### src/rtl/db_req_arbiter.sv
// db_req_arbiter: shares one key-value DB lookup port among NREQ parsers.
// Each parser pulse is captured in a one-entry slot. Slots are granted
// round-robin, one lookup at a time, and the DB reply (or a forced timeout)
// is routed back to the granted requester.
// Optional feature: define DB_ARB_STATS_EN to add saturating drop/timeout
// statistics counters (stat_drop_cnt, stat_timeout_cnt).
module db_req_arbiter #(
  parameter int NREQ     = 4,
  parameter int KEY_SIZE = 96,
  parameter int FLAG_W   = 4,
  parameter int TIMEOUT  = 255
) (
  input  logic                     clk156,
  input  logic                     eth_rst,
  input  logic [NREQ-1:0]          req_valid,
  input  logic [NREQ*KEY_SIZE-1:0] req_key,
  input  logic [NREQ*FLAG_W-1:0]   req_flag,
  output logic [NREQ-1:0]          resp_valid,
  output logic [FLAG_W-1:0]        resp_flag,
  output logic                     resp_timeout,
  output logic [NREQ-1:0]          req_drop,
  output logic                     busy,
  output logic [KEY_SIZE-1:0]      db_in_key,
  output logic [FLAG_W-1:0]        db_in_flag,
  output logic                     db_in_valid,
  input  logic                     db_out_valid,
  input  logic [FLAG_W-1:0]        db_out_flag
`ifdef DB_ARB_STATS_EN
  ,
  output logic [NREQ*16-1:0]       stat_drop_cnt,
  output logic [15:0]              stat_timeout_cnt
`endif
);

  localparam int PW = (NREQ > 1) ? $clog2(NREQ) : 1;

  typedef enum logic [1:0] {
    S_IDLE  = 2'd0,
    S_ISSUE = 2'd1,
    S_WAIT  = 2'd2
  } state_t;

  state_t              r_state;
  logic [PW-1:0]       r_rrPtr;
  logic [PW-1:0]       r_grant;
  logic [15:0]         r_timer;
  logic [NREQ-1:0]     r_pend;
  logic [KEY_SIZE-1:0] r_slotKey  [NREQ];
  logic [FLAG_W-1:0]   r_slotFlag [NREQ];

  logic                w_found;
  logic [PW-1:0]       w_gIdx;
  logic [PW:0]         w_sum;
  logic [PW-1:0]       w_idx;
  logic                w_grantNow;
  logic [NREQ-1:0]     w_grantVec;
  logic [NREQ-1:0]     w_drop;
  logic                w_timeoutHit;

  // Pick the first pending slot at or after the round-robin pointer (wrapping).
  always_comb begin
    w_found = 1'b0;
    w_gIdx  = '0;
    w_sum   = '0;
    w_idx   = '0;
    for (int k = 0; k < NREQ; k++) begin
      w_sum = {1'b0, r_rrPtr} + (PW+1)'(k);
      if (w_sum >= (PW+1)'(NREQ)) begin
        w_sum = w_sum - (PW+1)'(NREQ);
      end
      w_idx = w_sum[PW-1:0];
      if (!w_found && r_pend[w_idx]) begin
        w_found = 1'b1;
        w_gIdx  = w_idx;
      end
    end
  end

  // Decode this cycle's grant and the slot-overflow and timeout events.
  always_comb begin
    w_grantNow = (r_state == S_IDLE) && w_found;
    w_grantVec = '0;
    if (w_grantNow) begin
      w_grantVec[w_gIdx] = 1'b1;
    end
    w_drop       = req_valid & r_pend & ~w_grantVec;
    w_timeoutHit = (r_state == S_WAIT) && !db_out_valid &&
                   (r_timer == 16'(TIMEOUT - 1));
  end

  // Slot storage: an empty slot, or one being granted this cycle, takes the new request.
  always_ff @(posedge clk156) begin
    for (int i = 0; i < NREQ; i++) begin
      if (!eth_rst && req_valid[i] && (!r_pend[i] || w_grantVec[i])) begin
        r_slotKey[i]  <= req_key[i*KEY_SIZE +: KEY_SIZE];
        r_slotFlag[i] <= req_flag[i*FLAG_W +: FLAG_W];
      end
    end
  end

  // Pending flags (a new pulse beats the grant clear) and the drop pulse.
  always_ff @(posedge clk156) begin
    if (eth_rst) begin
      r_pend   <= '0;
      req_drop <= '0;
    end else begin
      r_pend   <= req_valid | (r_pend & ~w_grantVec);
      req_drop <= w_drop;
    end
  end

  // Arbitration FSM with registered DB-side and reply-side outputs.
  always_ff @(posedge clk156) begin
    if (eth_rst) begin
      r_state      <= S_IDLE;
      r_rrPtr      <= '0;
      r_grant      <= '0;
      r_timer      <= '0;
      db_in_key    <= '0;
      db_in_flag   <= '0;
      db_in_valid  <= 1'b0;
      resp_valid   <= '0;
      resp_flag    <= '0;
      resp_timeout <= 1'b0;
      busy         <= 1'b0;
    end else begin
      db_in_valid  <= 1'b0;
      resp_valid   <= '0;
      resp_flag    <= '0;
      resp_timeout <= 1'b0;
      case (r_state)
        S_IDLE: begin
          if (w_found) begin
            r_grant     <= w_gIdx;
            db_in_key   <= r_slotKey[w_gIdx];
            db_in_flag  <= r_slotFlag[w_gIdx];
            r_rrPtr     <= (w_gIdx == PW'(NREQ - 1)) ? '0 : w_gIdx + 1'b1;
            db_in_valid <= 1'b1;
            busy        <= 1'b1;
            r_state     <= S_ISSUE;
          end
        end
        S_ISSUE: begin
          r_timer <= '0;
          busy    <= 1'b1;
          r_state <= S_WAIT;
        end
        S_WAIT: begin
          r_timer <= r_timer + 16'd1;
          if (db_out_valid) begin
            resp_valid[r_grant] <= 1'b1;
            resp_flag           <= db_out_flag;
            busy                <= 1'b0;
            r_state             <= S_IDLE;
          end else if (w_timeoutHit) begin
            resp_valid[r_grant] <= 1'b1;
            resp_timeout        <= 1'b1;
            busy                <= 1'b0;
            r_state             <= S_IDLE;
          end
        end
        default: begin
          busy    <= 1'b0;
          r_state <= S_IDLE;
        end
      endcase
    end
  end

`ifdef DB_ARB_STATS_EN
  // Saturating event counters, updated on the same edge that raises the event pulse.
  always_ff @(posedge clk156) begin
    if (eth_rst) begin
      stat_drop_cnt    <= '0;
      stat_timeout_cnt <= '0;
    end else begin
      for (int i = 0; i < NREQ; i++) begin
        if (w_drop[i] && (stat_drop_cnt[i*16 +: 16] != 16'hFFFF)) begin
          stat_drop_cnt[i*16 +: 16] <= stat_drop_cnt[i*16 +: 16] + 16'd1;
        end
      end
      if (w_timeoutHit && (stat_timeout_cnt != 16'hFFFF)) begin
        stat_timeout_cnt <= stat_timeout_cnt + 16'd1;
      end
    end
  end
`endif

endmodule

### config.mk
export PLATFORM = sky130hd
export DESIGN_NAME = db_req_arbiter
export DESIGN_NICKNAME = d
export VERILOG_FILES = /design/src/rtl/db_req_arbiter.sv
export SDC_FILE = /design/constraint.sdc
export NUM_CORES = 1
export LEC_CHECK = 0
export ABC_AREA = 0
export CAP_MARGIN = 0
export CORE_MARGIN = 2
export CORE_UTILIZATION = 30
export DETAILED_ROUTE_END_ITERATION = 8
export DONT_BUFFER_PORTS = 1
export GPL_TIMING_DRIVEN = 1
export HOLD_SLACK_MARGIN = 0.08
export PLACE_DENSITY = 0.43
export SLEW_MARGIN = 20
export SYNTH_ARGS = -nofsm -noshare
export SYNTH_HDL_FRONTEND = slang
export SYNTH_SLANG_ARGS = --single-unit
### constraint.sdc
create_clock -name clk156 -period 29.7 [get_ports clk156]
set_input_delay 7.425 -clock clk156 [delete_from_list [all_inputs] [get_ports clk156]]
set_output_delay 7.425 -clock clk156 [all_outputs]
set_load 0.005 [all_outputs]
==> results_dict.tcl <==
set metrics [dict create \
    grt_max_degree 79 \
    crit_path_frequent_cell "buf_4" \
    syn_nets 1814 \
    slew_viol_final 0 \
    tns_ns 0 \
    area_growth_pct 14.6 \
    wl_um 62200 \
    min_period_over_period 0.303 \
    via_per_inst 5.11 \
    grt-ovfl-total 0 \
    holdPathStages 1 \
    place.gp.congestion 0.769 \
    worstPathArrival_ns 9.55 \
    start_util 0.304 \
    leakage_uw 0.00884 \
    crit_path_max_incr_delay_ns 0.65 \
    fin_skew_ns 0.0535 \
    fin_cells 2341 \
    h-tree-depth 2 \
    cts_setup_buffers 0 \
    p_comb_frac 0.121 \
    drive_above_1_share 0.118 \
    internal-power_uw 1400 \
    switchingPower_uw 511 \
    rsz0062_at_grt "false" \
    dp_cells 2207 \
    yosys_register_bits 541 \
    tightest_slew_ns 1.02 \
    max-vdd-ir-drop_mv 0.0527 \
    hpwl_um 40000 \
    worstPathRequired_ns 30.24 \
    core_sq_um 67300 \
    finalSetupViolations 0 \
    dpl_cell_area_sq_um 21400 \
    crit_chain "nor2_4, buf_4, buf_4, nand2_1, o2111ai_1, o211a_1" \
    grt_pass1_vias 12200 \
    cts_buffers 59 \
    drtAntennaViolNets 0 \
    setup.worst_path.start_class "primary input" \
    design_area_sq_um 23400 \
    tritoncts "yes" \
    synthesis.area_sq_um 20400 \
    num-nets-final 1813 \
    crit_path_top_delay_cell "buf_4" \
    relSlewSlack 0.323 \
    cts_root_buf "clkbuf_16" \
    r2r_cells 8 \
    grt_use_total 0.172 \
    route.detailed.drc 0 \
    crit_type "primary input to flop" \
    period_needed_ns 9.01 \
    drtIter0Drc 768 \
    fp.dieH_um 265 \
    synth-seq-area-share 0.726 \
    firstDrtPassIters 5 \
    crit_cells 6 \
    cpLargestDelayFamily "buffers and inverters" \
    cp-end-kind "flop" \
    synth_enable_flop_cells 400 \
    ys_dominant_reg_cell "edfxtp_1" \
    yosys_warnings 0 \
    die-area_sq_um 70300 \
    worstPathMaxFanout 48 \
    num_vias 12000 \
    clock_power_share 0.392 \
    ctsLongestPathBuffers 3 \
    clkSlewWorstSetupHoldPaths_ns 0.06 \
    cts_resized 0 \
    clk_latency_ns 0.64 \
    synth_cell_types 51 \
    fin_util 0.348 \
    drv_cap 0 \
    avgSynthCellArea_sq_um 14.6 \
    cts.sinks 541 \
    fmax_mhz 111 \
    hold_ws_ns 0.468 \
    sw_frac_of_total 0.268 \
    cts_hold_repair.buffers 0 \
    io_pins 526 \
    powerDensity_nw_per_um2 81.4 \
    power.share.sequential 0.487 \
    chipWidth_um 265 \
    port_buffers 0 \
    syn_inst 1396 \
    rows 95 \
    antenna_found_initial 42 \
    async_flop_share 0 \
    status "finished clean" \
    grt_pass1_wl_um 87900 \
    hold_class "flop to flop" \
    hold_viol 0 \
    path_buf_inv 2 \
    wl_per_cell_um 26.6 \
]
==> metrics by stage <==
stage	worst slack, ns	total power (uW)
after global routing	20.54	1990
after detailed placement	20.03	1180
after CTS	20.70	1940
after floorplan	14.05	1100
final	20.69	1910
after global placement	20.06	1180
==> worst paths after layout <==
| path | start | end | slack (ns) |
|---|---|---|---|
| setup / recovery | eth_rst | db_in_key[66] | 20.69 |
| hold / removal | r_grant[0] | resp_valid[2] | 0.47 |
| setup reg to reg | r_rrPtr[1] | r_slotKey[0][68] | 24.53 |
| hold reg to reg | r_grant[0] | resp_valid[2] | 0.47 |
==> layout make-up <==
class | count | area, sq um
sequential | 541 | 14800
multi-input combinational | 705 | 5030
clock inverter | 34 | 342
antenna | 22 | 55.1
fill | 6450 | 43800
inverter | 68 | 263
timing repair buffer | 20 | 163
clock buffer | 78 | 1660
tap | 873 | 1090
==> per-layer routing <==
metal	GRT usage	wire length [um]	vias up
met5	0	232	-
met4	0.0660	1580	38
met3	0.0638	5200	128
met2	0.296	31800	434
met1	0.194	23400	6010
li1	-	-	5342
==> sequential cells by signal, summed over array words and instances, names as in the netlist <==
signal / count
r_rrPtr: 2
r_timer: 16
r_state: 2
r_grant: 2
r_pend: 4
resp_valid: 4
r_slotFlag: 16
r_slotKey: 384
resp_timeout: 1
resp_flag: 4
db_in_key: 96
db_in_valid: 1
req_drop: 4
busy: 1
db_in_flag: 4
==> Yosys cell counts (all sizes together), types with 2 or more instances <==
library cell / n / share of area
or4: 3 / 0.0015
and3b: 2 / 0.00086
nor4: 2 / 0.00061
o2111ai: 54 / 0.023
nand2b: 5 / 0.0015
xor2: 8 / 0.0034
nor2: 27 / 0.0051
a21o: 2 / 0.00073
nand2: 223 / 0.041
nor3b: 5 / 0.0021
nand3: 8 / 0.0020
nand4: 58 / 0.018
o221ai: 46 / 0.020
buf: 34 / 0.010
ha: 7 / 0.0043
dfxtp: 141 / 0.14
clkbuf: 48 / 0.0088
a21boi: 2 / 0.00073
mux2i: 93 / 0.046
o21ai: 4 / 0.00098
o21a: 2 / 0.00073
xnor2: 6 / 0.0026
and3: 5 / 0.0015
mux2: 55 / 0.030
a21oi: 9 / 0.0022
inv: 68 / 0.012
nor3: 12 / 0.0029
edfxtp: 400 / 0.59
o211a: 54 / 0.026
==> cell usage in the layout (no fill, tap or decap), types with 8 or more instances in the layout <==
cell,synthesis,layout
mux2_1,17,17
diode_2,0,22
edfxtp_1,400,400
xor2_1,8,8
dfxtp_1,141,141
inv_1,65,65
clkbuf_8,0,11
buf_4,14,19
o211a_1,54,54
o221ai_1,46,46
nand2_1,223,220
a21oi_1,9,9
clkinv_2,0,12
clkbuf_16,0,59
nor3_1,12,12
mux2i_1,93,93
nand4_1,58,58
mux2_2,38,38
o2111ai_1,54,54
clkinv_1,0,12
clkbuf_1,48,8
nor2_1,26,26
==> cells by family after synthesis <==
| family | share of synthesized area |
|---|---|
| XOR/XNOR | 0.00600 |
| AO/OA/AOI/OAI | 0.0774 |
| adder cells (fa/ha/maj) | 0.00428 |
| AND/OR/NAND/NOR | 0.0793 |
| flip-flops | 0.726 |
| buffers and inverters | 0.0316 |
| multiplexers | 0.0758 |
==> power groups by stage <==
stage	Clock (uW)	Sequential, uW	Combinational, uW
final	747	929	232
after global routing	798	935	255
after CTS	767	931	239
after detailed placement	0	947	238
after global placement	0	946	233
after floorplan	0	927	170
No activity file was read; power rests on OpenSTA's default activity.
